$ cat src/rtl/fixpoint_pkg.sv
// fixpoint_pkg: shared FSM/result enums and rotate helper for the fixpoint engine
package fixpoint_pkg;
  localparam int MAXW = 64;
  typedef enum logic [1:0] {IDLE, RUN, DONE} state_t;
  typedef enum logic [1:0] {FIX = 2'd0, BUG = 2'd1, TIMEOUT = 2'd2} code_t;
  // rotate the low w bits of v left by one; bits above w must be zero
  function automatic logic [MAXW-1:0] rotl(input logic [MAXW-1:0] v, input int w);
    return ((v << 1) | (v >> (w - 1))) & ((MAXW'(1) << w) - MAXW'(1));
  endfunction
endpackage

$ cat src/rtl/fixpoint_step.sv
// fixpoint_step: one combinational propagation step, nxt = (cur | rotl(cur) & prop) & ~kill
module fixpoint_step
  import fixpoint_pkg::*;
#(
  parameter int W = 8
) (
  input  logic [W-1:0] cur,
  input  logic [W-1:0] prop_mask,
  input  logic [W-1:0] kill_mask,
  output logic [W-1:0] nxt
);
  logic [W-1:0] rot;
  assign rot = W'(rotl(MAXW'(cur), W));
  assign nxt = (cur | (rot & prop_mask)) & ~kill_mask;
endmodule

$ cat src/rtl/fixpoint_engine.sv
// fixpoint_engine: iterates a propagation step to a fixpoint, bug hit or timeout; FIXPOINT_TRACE_EN adds a step trace
module fixpoint_engine
  import fixpoint_pkg::*;
#(
  parameter int W        = 8,
  parameter int MAX_ITER = 16,
  parameter int CW       = $clog2(MAX_ITER + 1)
) (
  input  logic          clk,
  input  logic          rst,
  input  logic          start_valid,
  output logic          start_ready,
  input  logic [W-1:0]  init_state,
  input  logic [W-1:0]  prop_mask,
  input  logic [W-1:0]  kill_mask,
  input  logic [W-1:0]  bad_mask,
  output logic          res_valid,
  input  logic          res_ready,
  output logic [1:0]    res_code,
  output logic [CW-1:0] res_iter,
  output logic [W-1:0]  res_state
`ifdef FIXPOINT_TRACE_EN
  ,
  output logic          trace_valid,
  output logic [W-1:0]  trace_state
`endif
);
  state_t state_q, state_d;
  code_t code_q, code_d;
  logic [W-1:0] cur_q, cur_d, prop_q, prop_d, kill_q, kill_d, bad_q, bad_d, rstate_q, rstate_d, nxt;
  logic [CW-1:0] iter_q, iter_d, riter_q, riter_d;
  logic bad_hit, fix_hit, max_hit, stop, advance;

  fixpoint_step #(.W(W)) u_step (
    .cur(cur_q),
    .prop_mask(prop_q),
    .kill_mask(kill_q),
    .nxt(nxt)
  );

  assign bad_hit     = |(cur_q & bad_q);
  assign fix_hit     = nxt == cur_q;
  assign max_hit     = iter_q == CW'(MAX_ITER);
  assign stop        = bad_hit || fix_hit || max_hit;
  assign advance     = state_q == RUN && !stop;
  assign start_ready = state_q == IDLE;
  assign res_valid   = state_q == DONE;
  assign res_code    = code_q;
  assign res_iter    = riter_q;
  assign res_state   = rstate_q;

  // state, working vector, captured masks and result registers
  always_ff @(posedge clk or posedge rst) begin
    if (rst) begin
      state_q  <= IDLE;
      code_q   <= FIX;
      cur_q    <= '0;
      prop_q   <= '0;
      kill_q   <= '0;
      bad_q    <= '0;
      rstate_q <= '0;
      iter_q   <= '0;
      riter_q  <= '0;
    end else begin
      state_q  <= state_d;
      code_q   <= code_d;
      cur_q    <= cur_d;
      prop_q   <= prop_d;
      kill_q   <= kill_d;
      bad_q    <= bad_d;
      rstate_q <= rstate_d;
      iter_q   <= iter_d;
      riter_q  <= riter_d;
    end
  end

  // accept a job, take one prioritized decision per RUN cycle, hold the result until consumed
  always_comb begin
    state_d  = state_q;
    code_d   = code_q;
    cur_d    = cur_q;
    prop_d   = prop_q;
    kill_d   = kill_q;
    bad_d    = bad_q;
    rstate_d = rstate_q;
    iter_d   = iter_q;
    riter_d  = riter_q;
    case (state_q)
      IDLE: if (start_valid) begin
        state_d = RUN;
        cur_d   = init_state;
        iter_d  = '0;
        prop_d  = prop_mask;
        kill_d  = kill_mask;
        bad_d   = bad_mask;
      end
      RUN: if (stop) begin
        state_d  = DONE;
        code_d   = bad_hit ? BUG : (fix_hit ? FIX : TIMEOUT);
        riter_d  = iter_q;
        rstate_d = cur_q;
      end else begin
        cur_d  = nxt;
        iter_d = iter_q + 1'b1;
      end
      DONE: state_d = res_ready ? IDLE : DONE;
      default: state_d = IDLE;
    endcase
  end

`ifdef FIXPOINT_TRACE_EN
  logic tv_q, tv_d;
  logic [W-1:0] ts_q, ts_d;
  assign tv_d        = advance;
  assign ts_d        = advance ? nxt : ts_q;
  assign trace_valid = tv_q;
  assign trace_state = ts_q;
  // one-cycle pulse carrying the new state for every advancing step
  always_ff @(posedge clk or posedge rst) begin
    if (rst) begin
      tv_q <= 1'b0;
      ts_q <= '0;
    end else begin
      tv_q <= tv_d;
      ts_q <= ts_d;
    end
  end
`endif
endmodule

$ cat config.mk
export PLATFORM = sky130hd
export DESIGN_NAME = fixpoint_engine
export DESIGN_NICKNAME = d
export VERILOG_FILES = /design/src/rtl/fixpoint_pkg.sv /design/src/rtl/fixpoint_step.sv /design/src/rtl/fixpoint_engine.sv
export SDC_FILE = /design/constraint.sdc
export NUM_CORES = 1
export LEC_CHECK = 0
export CAP_MARGIN = 20
export CELL_PAD_IN_SITES_DETAIL_PLACEMENT = 0
export CELL_PAD_IN_SITES_GLOBAL_PLACEMENT = 1
export CORE_MARGIN = 2
export CORE_UTILIZATION = 37
export DETAILED_ROUTE_END_ITERATION = 8
export GPL_ROUTABILITY_DRIVEN = 0
export HOLD_SLACK_MARGIN = 0.15
export PLACE_DENSITY = 0.81
export SLEW_MARGIN = 15
export SYNTH_ARGS = -nofsm -noshare
export SYNTH_HDL_FRONTEND = slang
export SYNTH_HIERARCHICAL = 1
export SYNTH_SLANG_ARGS = --single-unit
export TNS_END_PERCENT = 20
$ cat constraint.sdc
create_clock -name clk -period 4.6 [get_ports clk]
set_clock_uncertainty 0.05 [all_clocks]
set_input_delay 0.69 -clock clk [delete_from_list [all_inputs] [get_ports clk]]
set_output_delay 0.69 -clock clk [all_outputs]
set_load 0.05 [all_outputs]
# Word level (Yosys, flattened, before mapping)
# Index checks and enable logic that the tools add are counted.
# word_totals
ff_bits,54
latch_bits,0
ramBits,0
rom_bits,0
inputBits,36
output_inout_bits,17
elab_cells,44
n_memories,0
# op_classes
n_addsub,1
multipliers,0
div_mod_pow,0
n_lt_le_gt_ge,0
n_eq_ne,7
shift,0
n_mux,12
bitwise_logic,6
reduce_logical,9
# ops
cell,count
8-bit bitwise AND,3
8-bit 2-to-1 mux,2
8-bit one-hot mux with 2 select lines,1
2-bit 2-to-1 mux,5
5-bit 2-to-1 mux,2
5-bit one-hot mux with 2 select lines,1
8-bit == test,1
8-bit NOT,1
8-bit by 1-bit OR with 8-bit output,1
8-bit OR,1
8-bit OR reduction,1
2-bit inequality test (second input constant),3
2-bit one-hot mux with 3 select lines,1
2-bit AND reduction,3
5-bit by 1-bit adder with 5-bit output (second input constant),1
5-bit == test (second input constant),1
3-bit AND reduction,1
2-bit by 1-bit == test with 1-bit output (second input constant),1
2-bit == test (second input constant),1
2-bit zero test,1
1-bit logical OR,2
2-bit nonzero test,1

# Logic depth before layout (Yosys ltp)
# Gate-level depths: netlist (run 1).
# logic_depth
word_depth,9
ltp_mapped,8
depth_no_buf,7

# By module
# The synthesis (run 1) kept the hierarchy.
# modules_own_cells
mod,instances,cells_per_inst,area_each_um2,seq_area_each_um2
fixpoint_engine,1,244,2487.4,1351.3
fixpoint_step,1,16,70.1,0.0

# Least setup slack after synthesis (run 1)
# Ideal clock, no wire load.
# synth_path
path_type,register to register
from,register cur_q[6]
to,register riter_q[0] (netlist: res_iter[0])
setup_time_ns,0.125
arrival_ns,1.958
required_time_ns,4.425
setup_slack_ns,2.467
stages_incl_launch_ff,9
n_path_buf,1
period_less_slack_ns,2.133
cell_sequence,dfrtp_1 -> a21oi_1 -> nor2_1 -> xor2_1 -> nor4_2 -> a21oi_2 -> a21oi_4 -> buf_8 -> mux2_4
# synth_between
elab_chain_cells,8
elab_cells_between_ends,10
classes_between,eq/ne (1); bitwise (5); reduce/logical (4)
# synth_rtl
element,line_no,text
from (decl),fixpoint_engine.sv:30,"logic [W-1:0] cur_q, cur_d, prop_q, prop_d, kill_q, kill_d, bad_q, bad_d, rstate_q, rstate_d, nxt;"
from (signal assigned),fixpoint_engine.sv:67,cur_q <= cur_d;
8-bit by 1-bit OR with 8-bit output,fixpoint_pkg.sv:8,return ((v << 1) | (v >> (w - 1))) & ((MAXW'(1) << w) - MAXW'(1));
8-bit bitwise AND,fixpoint_step.sv:14,assign nxt = (cur | (rot & prop_mask)) & ~kill_mask;
8-bit OR,fixpoint_step.sv:14,
8-bit bitwise AND,fixpoint_step.sv:14,
net nxt[7],fixpoint_engine.sv:30,
8-bit == test,fixpoint_engine.sv:42,assign fix_hit = nxt == cur_q;
1-bit logical OR (2 in a row),fixpoint_engine.sv:44,assign stop = bad_hit || fix_hit || max_hit;
2-bit AND reduction (no line),n/a,
to (signal assigned),fixpoint_engine.sv:73,riter_q <= riter_d;
to (decl),fixpoint_engine.sv:31,"logic [CW-1:0] iter_q, iter_d, riter_q, riter_d;"
# The timed path passes the listed nets, and every way through them passes these cells.
# A chain may end at the register's enable or synchronous reset.

# Worst setup path after layout (run 1)
# layout_path
from,register cur_q[0]
to,register riter_q[4] (netlist: res_iter[4])
# The elaborated chain is that of the path after synthesis.

==> impl_metrics.json, run 1 <==
{
  "outcome": "completed",
  "path_cells": "a21oi_1, nor2_1, xor2_1, nor4_2, a21oi_2, a21oi_4, mux2_2",
  "r2r_cells": 7,
  "synth-seq-cells": 54,
  "critPathMaxStageDelay_ns": 0.51,
  "synth-warning-count": 6,
  "swShare_pct": 44.03,
  "power_mw": 2.313,
  "fp.dieW_um": 87.14,
  "grt_pass1_vias": 1870,
  "p_leak_nw": 1.522,
  "worst_pin_slew_ns": 1.027,
  "setup_tns_ns": 0,
  "syn_inst": 260,
  "vdd.ir_drop.worst_mv": 0.2606,
  "p_switching_mw": 1.018,
  "avgSynthCellArea_um2": 9.836,
  "start_kind": "register",
  "min_path_type": "reg -> reg",
  "timing.final.crit_period_ns": 2.529,
  "final_util_pct": 47.93,
  "synth-main-ff-cell": "dfrtp_1",
  "drt_iter0_drc": 81,
  "hold_depth": 2,
  "grt_antenna_before_repair": 0,
  "final_area_um2": 3238,
  "rsz0062_at_grt": "no",
  "r2r-end": "res_iter[4]",
  "ys_seq_area_share_pct": 52.84,
  "drc": 0,
  "power_frac_seq_pct": 37.9,
  "cp.required_ns": 4.75,
  "crit_path_top_delay_cell": "a21oi_4",
  "synth.area.top_cells": "dfrtp_1 (53%), nand2_1 (15%), mux2_4 (7.6%)",
  "start_util_pct": 37.85,
  "synth_nets": 298,
  "min_to": "bad_q[0]",
  "first_pass_iters": 4,
  "powerDensity_nw_per_um2": 714.2,
  "wl_mm": 5.432,
  "arrival_ns": 2.68,
  "slew_viol_final": 0,
  "setup_viol": 0,
  "drive_above_1_share_pct": 11.58,
  "die_area_um2": 7593,
  "grt_use_total_pct": 15.33,
  "synth_edf_count": 0,
  "post_cts_resized": 0,
  "dpl_cell_area_um2": 3122,
  "hold_viol": 0,
  "placed_cells": 382,
  "avgViaCountPerCell": 4.803,
  "clock_sinks": 54,
  "cts.htree.levels": 2,
  "coreArea_um2": 6756,
  "cts_made_buffers": 5,
  "io_buffers": 52,
  "maxCapViolCount": 0,
  "post-cts-setup-buffer-count": 0,
  "ant_nets": 0,
  "fin_crit_sh_pct": 54.98,
  "fin_nets": 348,
  "combPwrFrac_pct": 50.1,
  "synthTopCellsByCount": "nand2_1 (99), dfrtp_1 (54), mux2_4 (13)",
  "root_buffer": "clkbuf_8",
  "grt_max_degree": 55,
  "ctsLongestPathBuffers": 2,
  "wl_per_cell_um": 13.89,
  "power_frac_clock_pct": 12.0,
  "vias": 1878,
  "die_h_um": 87.14,
  "grt_overflow_total": 0,
  "power.internal_mw": 1.294,
  "slew_headroom_pct": 31.39,
  "final_cells": 391,
  "cts_tree": "done",
  "path_max_fanout": 14,
  "syn_to_final_growth_pct": 26.61,
  "grt_pass1_wl_mm": 8.921,
  "ys_types": 34,
  "yosys.cell_count.top_type": "nand2_1",
  "rr_startpoint": "cur_q[0]",
  "path_buf_inv": 0,
  "antennaDiodeCount": 0,
  "clk_pin_slew_ns": 0.10,
  "syn_area_um2": 2557,
  "fmax_mhz": 395.4,
  "worstHoldStart": "bad_q[0]",
  "path_delay_family": "compound AO/OA/AOI/OAI gates",
  "dp_hpwl_mm": 3.840,
  "async_flop_share_pct": 100.0,
  "fillCellCount": 664,
  "worstSkewPairLatency_ns": 0.31,
  "ios": 53,
  "synth_area_leader_cell": "dfrtp_1",
  "cp-end-kind": "register",
  "yosysTopAreaCellShare_pct": 52.84,
  "cts_hold_buf": 0,
  "path_class": "reg -> reg",
  "r2r_slack_ns": 2.07,
  "num_rows": 30
}
-- power by group through the flow --
| stage | registers, mW | clock network (mW) | logic [mW] |
|---|---|---|---|
| 6_report | 0.876 | 0.278 | 1.16 |
| 3_3_place_gp | 0.883 | 0 | 1.15 |
| 4_1_cts | 0.880 | 0.286 | 1.16 |
| 5_1_grt | 0.908 | 0.308 | 1.26 |
| 2_1_floorplan | 1.02 | 0 | 0.718 |
| 3_5_place_dp | 0.889 | 0 | 1.16 |
-- tightest hold or removal path, cell delays in order, from the launching register on --
cell and delay, ns:
dfrtp_1 0.35, nand2_1 0.05, nand2_1 0.06
-- logic make-up after synthesis --
group | Yosys count | synth area share (%)
AO/OA/AOI/OAI | 29 | 7.926
XOR/XNOR | 8 | 2.740
adder cells (fa/ha/maj) | 2 | 0.9783
buffers and inverters | 19 | 3.522
flip-flops | 54 | 52.84
multiplexers | 20 | 10.67
AND/OR/NAND/NOR | 128 | 21.33
-- flip-flops by register name (all words and copies together), names as in the netlist --
register and cells:
bad_q 8, cur_q 8, kill_q 8, prop_q 8, res_state 8, iter_q 5, res_iter 5, res_code 2
state_q 2
-- layout make-up --
cell class / instances / area, um2 / share of cell area, %
clock buffers: 6 / 82.58 / 2.550
repair buffers: 53 / 540.5 / 16.69
well taps: 80 / 100.1 / 3.091
inverters: 9 / 35.03 / 1.082
clock inverters: 2 / 12.51 / 0.3864
multi-input cells: 187 / 1116 / 34.47
flip-flops and latches: 54 / 1351 / 41.73
-- worst max-delay path by stage --
stage          slack, ns          end   startpoint  depth (start not counted)
3_3_place_gp        1.84     cur_q[5]  start_valid                          4
6_report            2.07  res_iter[4]     cur_q[0]                          7
4_1_cts             2.03  res_iter[4]     cur_q[0]                          7
2_1_floorplan       2.47  res_iter[0]     cur_q[6]                          8
3_5_place_dp        1.81     cur_q[4]  start_valid                          4
5_1_grt             1.85  res_iter[4]     cur_q[0]                          7
-- stage by stage --
| stage | setup WS, ns | hold WS [ns] |
|---|---|---|
| floorplan | 2.467 | 0.3960 |
| global placement | 1.838 | 0.4116 |
| detailed placement | 1.808 | 0.4127 |
| CTS | 2.032 | 0.4401 |
| global route | 1.845 | 0.4632 |
| finish | 2.071 | 0.4367 |
-- cells in the final DEF, fill, tap and decap left out, types with 4 or more instances in the layout --
cell type        synthesis  layout
inv_1                    9       8
clkdlybuf4s50_1          0      52
a21oi_1                 11      11
clkbuf_8                 0       6
a22oi_1                  4       4
nand3_1                  6       6
mux2_4                  13      13
mux2_2                   6       6
dfrtp_1                 54      54
o21ai_0                  4       4
nand2_1                 99      99
xor2_1                   8       8
nor2_1                  11      11
-- routing by layer --
layer / wire length (um) / global-route usage (%)
met1: 2689 / 21.36
met2: 2408 / 23.87
met3: 249 / 2.749
met4: 85 / 5.874
met5: 0 / 0
Power figures use the tool's default switching activity.
==> inputs of run 2 (changes only) <==
- CORE_UTILIZATION: 37 -> 35
- PLACE_DENSITY: 0.81 -> 0.8
- clock period: 4.6 -> 2.1 ns (I/O delays scaled with it)
==> run 2 against run 1 <==
Net effect:
- the run now ends with setup timing left
- worst hold slack worse by 0.12 ns
- critical path depth up 1
- via count up 10%
- setup slack worse by 2.1 ns
- maximum frequency up 18%
- largest cell class unchanged
- flip-flop and latch count unchanged
==> impl_metrics.json, run 2 (synthesized netlist as in run 1, its figures left out) <==
{
  "rr_startpoint": "cur_q[4]",
  "violations": "setup timing",
  "syn_to_final_growth_pct": 39.14,
  "wl_per_cell_um": 13.86,
  "timing.final.crit_period_ns": 2.148,
  "path_class": "reg -> reg",
  "num_rows": 31,
  "grt_pass1_vias": 2069,
  "final_cell_mix": "nand2_1 (99), dfrtp_1 (51), clkdlybuf4s50_1 (50), buf_4 (24), mux2_4 (13)",
  "ios": 53,
  "path_delay_family": "simple AND/OR/NAND/NOR gates",
  "root_buffer": "clkbuf_8",
  "ant_nets": 0,
  "use_met1_pct": 21.89,
  "grt_use_total_pct": 16.32,
  "slew_viol_final": 0,
  "worst_slack_ns": -0.04755,
  "io_buffers": 52,
  "maxCapViolCount": 0,
  "fin_crit_sh_pct": 102.3,
  "final_util_pct": 49.59,
  "die_h_um": 89.48,
  "cts_hold_buf": 0,
  "min_path_type": "in -> async",
  "cp-end-kind": "register",
  "wl_mm": 6.041,
  "power_mw": 5.759,
  "worstSkewPairLatency_ns": 0.31,
  "dp_hpwl_mm": 4.457,
  "clk_pin_slew_ns": 0.09,
  "grt_use_met2_pct": 27.07,
  "crit_path_top_delay_cell": "dfrtp_2",
  "final_common_cell": "nand2_1",
  "use_met3_pct": 3.047,
  "cp.required_ns": 2.24,
  "cp-startpoint": "cur_q[4]",
  "placed_cells": 424,
  "worst_pin_slew_ns": 0.4999,
  "grt_antenna_before_repair": 0,
  "grt_pass1_wl_mm": 9.963,
  "start_kind": "register",
  "vdd.ir_drop.worst_mv": 0.4524,
  "path_max_fanout": 7,
  "cts_tree": "done",
  "fmax_mhz": 465.6,
  "final_cells": 436,
  "p_leak_nw": 1.679,
  "top_usage_layer": "met2",
  "antennaDiodeCount": 0,
  "cts_made_buffers": 5,
  "vias": 2066,
  "hold_viol": 0,
  "setup_tns_ns": -0.5102,
  "drive_above_1_share_pct": 22.26,
  "cts.htree.levels": 2,
  "rsz0062_at_grt": "yes",
  "coreArea_um2": 7176,
  "grt_overflow_total": 0,
  "slew_headroom_pct": 66.57,
  "avgViaCountPerCell": 4.739,
  "fp.dieW_um": 89.48,
  "grt_max_degree": 55,
  "critPathMaxStageDelay_ns": 0.45,
  "setup_viol": 19,
  "arrival_ns": 2.29,
  "powerDensity_nw_per_um2": 1618,
  "start_util_pct": 35.64,
  "drc": 0,
  "fin_nets": 375,
  "path_buf_inv": 1,
  "path_cells": "a21oi_2, nor2_1, xor2_1, nor4_2, buf_4, a211o_4, nand2_4, mux2_4",
  "ctsLongestPathBuffers": 2,
  "die_area_um2": 8007,
  "clock_sinks": 54,
  "drt_iter0_drc": 98,
  "outcome": "finished with violations",
  "first_pass_iters": 4
}
## run 2: cell types whose count changed in the layout (fill, tap and decap cells not counted), moves of 3 or more
cell | before | now
a21oi_2 | 1 | 5
buf_4 | 0 | 24
a21oi_1 | 11 | 6
dfrtp_2 | 0 | 3
buf_6 | 0 | 4
dfrtp_1 | 54 | 51
## run 2: path summary, 6_finish.rpt
check                                   to  slack, ns  depth (start not counted)
min in group clk                  bad_q[1]       0.43                          2
worst max register to register    cur_q[0]      -0.05                          8
worst min-delay path            state_q[1]       0.31                          3
max in group asynchronous         cur_q[0]       1.42                          3
worst min register to register    bad_q[1]       0.43                          2
worst max-delay path              cur_q[0]      -0.05                          8
## run 2: power by group
part	total (mW)	internal, mW	switching (mW)
Sequential	1.91	1.52	0.389
Combinational	3.14	1.43	1.71
Clock	0.712	0.382	0.330
Total	5.76	3.33	2.43
## run 2: layer usage
metal | vias up | wire [um]
met4 | 0 | 140
met1 | 990 | 2808
met3 | 11 | 269
li1 | 1005 | -
met5 | - | 0
met2 | 60 | 2822
## run 2: final cells by class
class                      count  area [um2]
inverter                       9       33.78
timing repair buffer          79       745.7
sequential                    54        1355
fill                         667        3617
multi-input combinational    188        1187
clock buffer                   6       82.58
clock inverter                 1       30.03
tap                           99       123.9
## run 2: timing repair
action,CTS,global route
pin swaps,7,11
gates resized for setup,4,14
gates cloned,0,1
setup endpoints to repair,22,28
buffers inserted,4,0
## run 2: tightest hold or removal path: stages
cell and delay, ns:
clkdlybuf4s50_1 0.41, inv_2 0.07, buf_12 0.26
## run 2: metrics by stage
step	worst slack [ns]	hold slack [ns]	cell area, um2
after floorplan	-0.03091	0.3704	2560
after global placement	-0.09570	0.4132	3328
after detailed placement	-0.1212	0.4160	3328
after CTS	-0.04934	0.3297	3495
after global routing	-0.1804	0.3435	3558
final	-0.04755	0.3131	3558
==> inputs of run 3 (changes only) <==
- SETUP_SLACK_MARGIN: unset -> 0.2
==> run 3 against run 2 <==
Net effect:
- the run still ends with setup timing left
- sequential share of layout area decreased by 0.062 points
- critical path depth stayed put
- core utilization barely moved
- sequential power about the same
- maximum frequency rose by 2.2%
- global-route usage fell by 0.087 points
- first-iteration DRC count down 28%
- clock power down 16%
- final area about the same
- final cell count is 0.69% higher
- total power is 1.2% lower
- critical path type unchanged
- largest cell class unchanged
==> impl_metrics.json, run 3 (synthesized netlist as in run 1, its figures left out) <==
{
  "root_buffer": "clkbuf_8",
  "final_area_um2": 3561,
  "fp.dieW_um": 89.48,
  "dpl_cell_area_um2": 3336,
  "clk_pin_slew_ns": 0.09,
  "grt_use_total_pct": 16.24,
  "slew_viol_final": 0,
  "slew_headroom_pct": 66.07,
  "path_cells": "a21oi_1, nor2_1, xor2_1, nor4_2, buf_4, a211o_4, a2111o_1, o211ai_1",
  "p_leak_nw": 1.732,
  "min_path_type": "in -> async",
  "setup_viol": 1,
  "avgViaCountPerCell": 4.727,
  "fin_crit_sh_pct": 100.1,
  "crit_path_top_delay_cell": "dfrtp_2",
  "die_h_um": 89.48,
  "final_common_cell": "nand2_1",
  "ctsLongestPathBuffers": 2,
  "worstSkewPairLatency_ns": 0.31,
  "path_max_fanout": 5,
  "violations": "setup timing",
  "power_mw": 5.689,
  "vdd.ir_drop.worst_mv": 0.4312,
  "ios": 53,
  "wl_per_cell_um": 13.86,
  "arrival_ns": 2.28,
  "start_util_pct": 35.64,
  "cts_hold_buf": 0,
  "path_buf_inv": 1,
  "timing.final.crit_period_ns": 2.101,
  "rsz0062_at_grt": "yes",
  "clock_sinks": 54,
  "cp-end-kind": "register",
  "start_kind": "register",
  "io_buffers": 52,
  "num_rows": 31,
  "worst_slack_ns": -0.001350,
  "critPathMaxStageDelay_ns": 0.42,
  "cts.htree.levels": 2,
  "grt_overflow_total": 0,
  "powerDensity_nw_per_um2": 1598,
  "wl_mm": 6.085,
  "grt_pass1_wl_mm": 10.02,
  "ant_nets": 0,
  "first_pass_iters": 4,
  "final_cell_mix": "nand2_1 (99), dfrtp_1 (52), clkdlybuf4s50_1 (47), buf_4 (27), mux2_4 (19)",
  "die_area_um2": 8007,
  "antennaDiodeCount": 0,
  "path_class": "reg -> reg",
  "outcome": "finished with violations",
  "drt_iter0_drc": 71,
  "drive_above_1_share_pct": 21.47,
  "vias": 2075,
  "rr_startpoint": "cur_q[0]",
  "cts_tree": "done",
  "grt_max_degree": 55,
  "drc": 0,
  "worst_pin_slew_ns": 0.5081,
  "fmax_mhz": 475.9,
  "setup_tns_ns": -0.001350,
  "fin_nets": 377,
  "grt_pass1_vias": 2036,
  "hold_viol": 0,
  "grt_antenna_before_repair": 0,
  "maxCapViolCount": 0,
  "cts_made_buffers": 5,
  "syn_to_final_growth_pct": 39.24,
  "path_delay_family": "compound AO/OA/AOI/OAI gates",
  "coreArea_um2": 7176,
  "cp.required_ns": 2.28,
  "cp-startpoint": "cur_q[0]",
  "dp_hpwl_mm": 4.422
}
run 3: worst min-delay path, delay by kind of cell:
family	cells	cell delay [ns]
buf+inv	3	0.76
run 3: layer usage:
metal	vias to the layer above	global-route usage (%)	share of wire, %
li1	1016	-	-
met1	998	21.87	47
met2	53	26.87	47
met3	8	2.493	4.7
met4	0	5.292	1.2
met5	-	0	0
run 3: report_power, final:
group          total, mW  switching [mW]  leakage [nW]  internal [mW]
clock              0.597           0.330        0.0482          0.267
combinational       3.21            1.74          1.01           1.47
sequential          1.88           0.365         0.670           1.52
run 3: path summary, 6_finish.rpt:
check / to / slack, ns / cells past startpoint
max in group asynchronous: cur_q[0] / 1.42 / 3
worst max-delay path: iter_q[4] / -0.001 / 8
min in group clk: prop_q[5] / 0.44 / 2
worst min-delay path: state_q[1] / 0.32 / 3
worst max register to register: iter_q[4] / -0.001 / 8
worst min register to register: prop_q[5] / 0.44 / 2
run 3: timing repair:
item	CTS	global route
pin swaps	6	3
cloned	1	0
buffers inserted	3	3
gates resized for setup	11	12
endpoints found under the setup margin	28	33
run 3: area by class of cell:
cell class                      instances  area, um2
Fill cell                             692       3615
Sequential cell                        54       1354
Multi-Input combinational cell        188       1194
Timing Repair Buffer                   81      764.5
Tap cell                               99      123.9
Clock buffer                            7      86.33
Inverter                                9      33.78
Clock inverter                          1      5.005
run 3: through the flow:
| step | utilization, % | instances | setup WS (ns) | hold slack, ns |
|---|---|---|---|---|
| after detailed placement | 46.49 | 424 | -0.1555 | 0.4178 |
| final | 49.63 | 439 | -0.001350 | 0.3229 |
| after floorplan | - | 260 | 0.007450 | 0.3704 |
| after CTS | 48.82 | 436 | -0.07143 | 0.3295 |
| after global placement | 46.49 | 424 | -0.1625 | 0.4111 |
| after global routing | 49.63 | 439 | -0.09474 | 0.3421 |
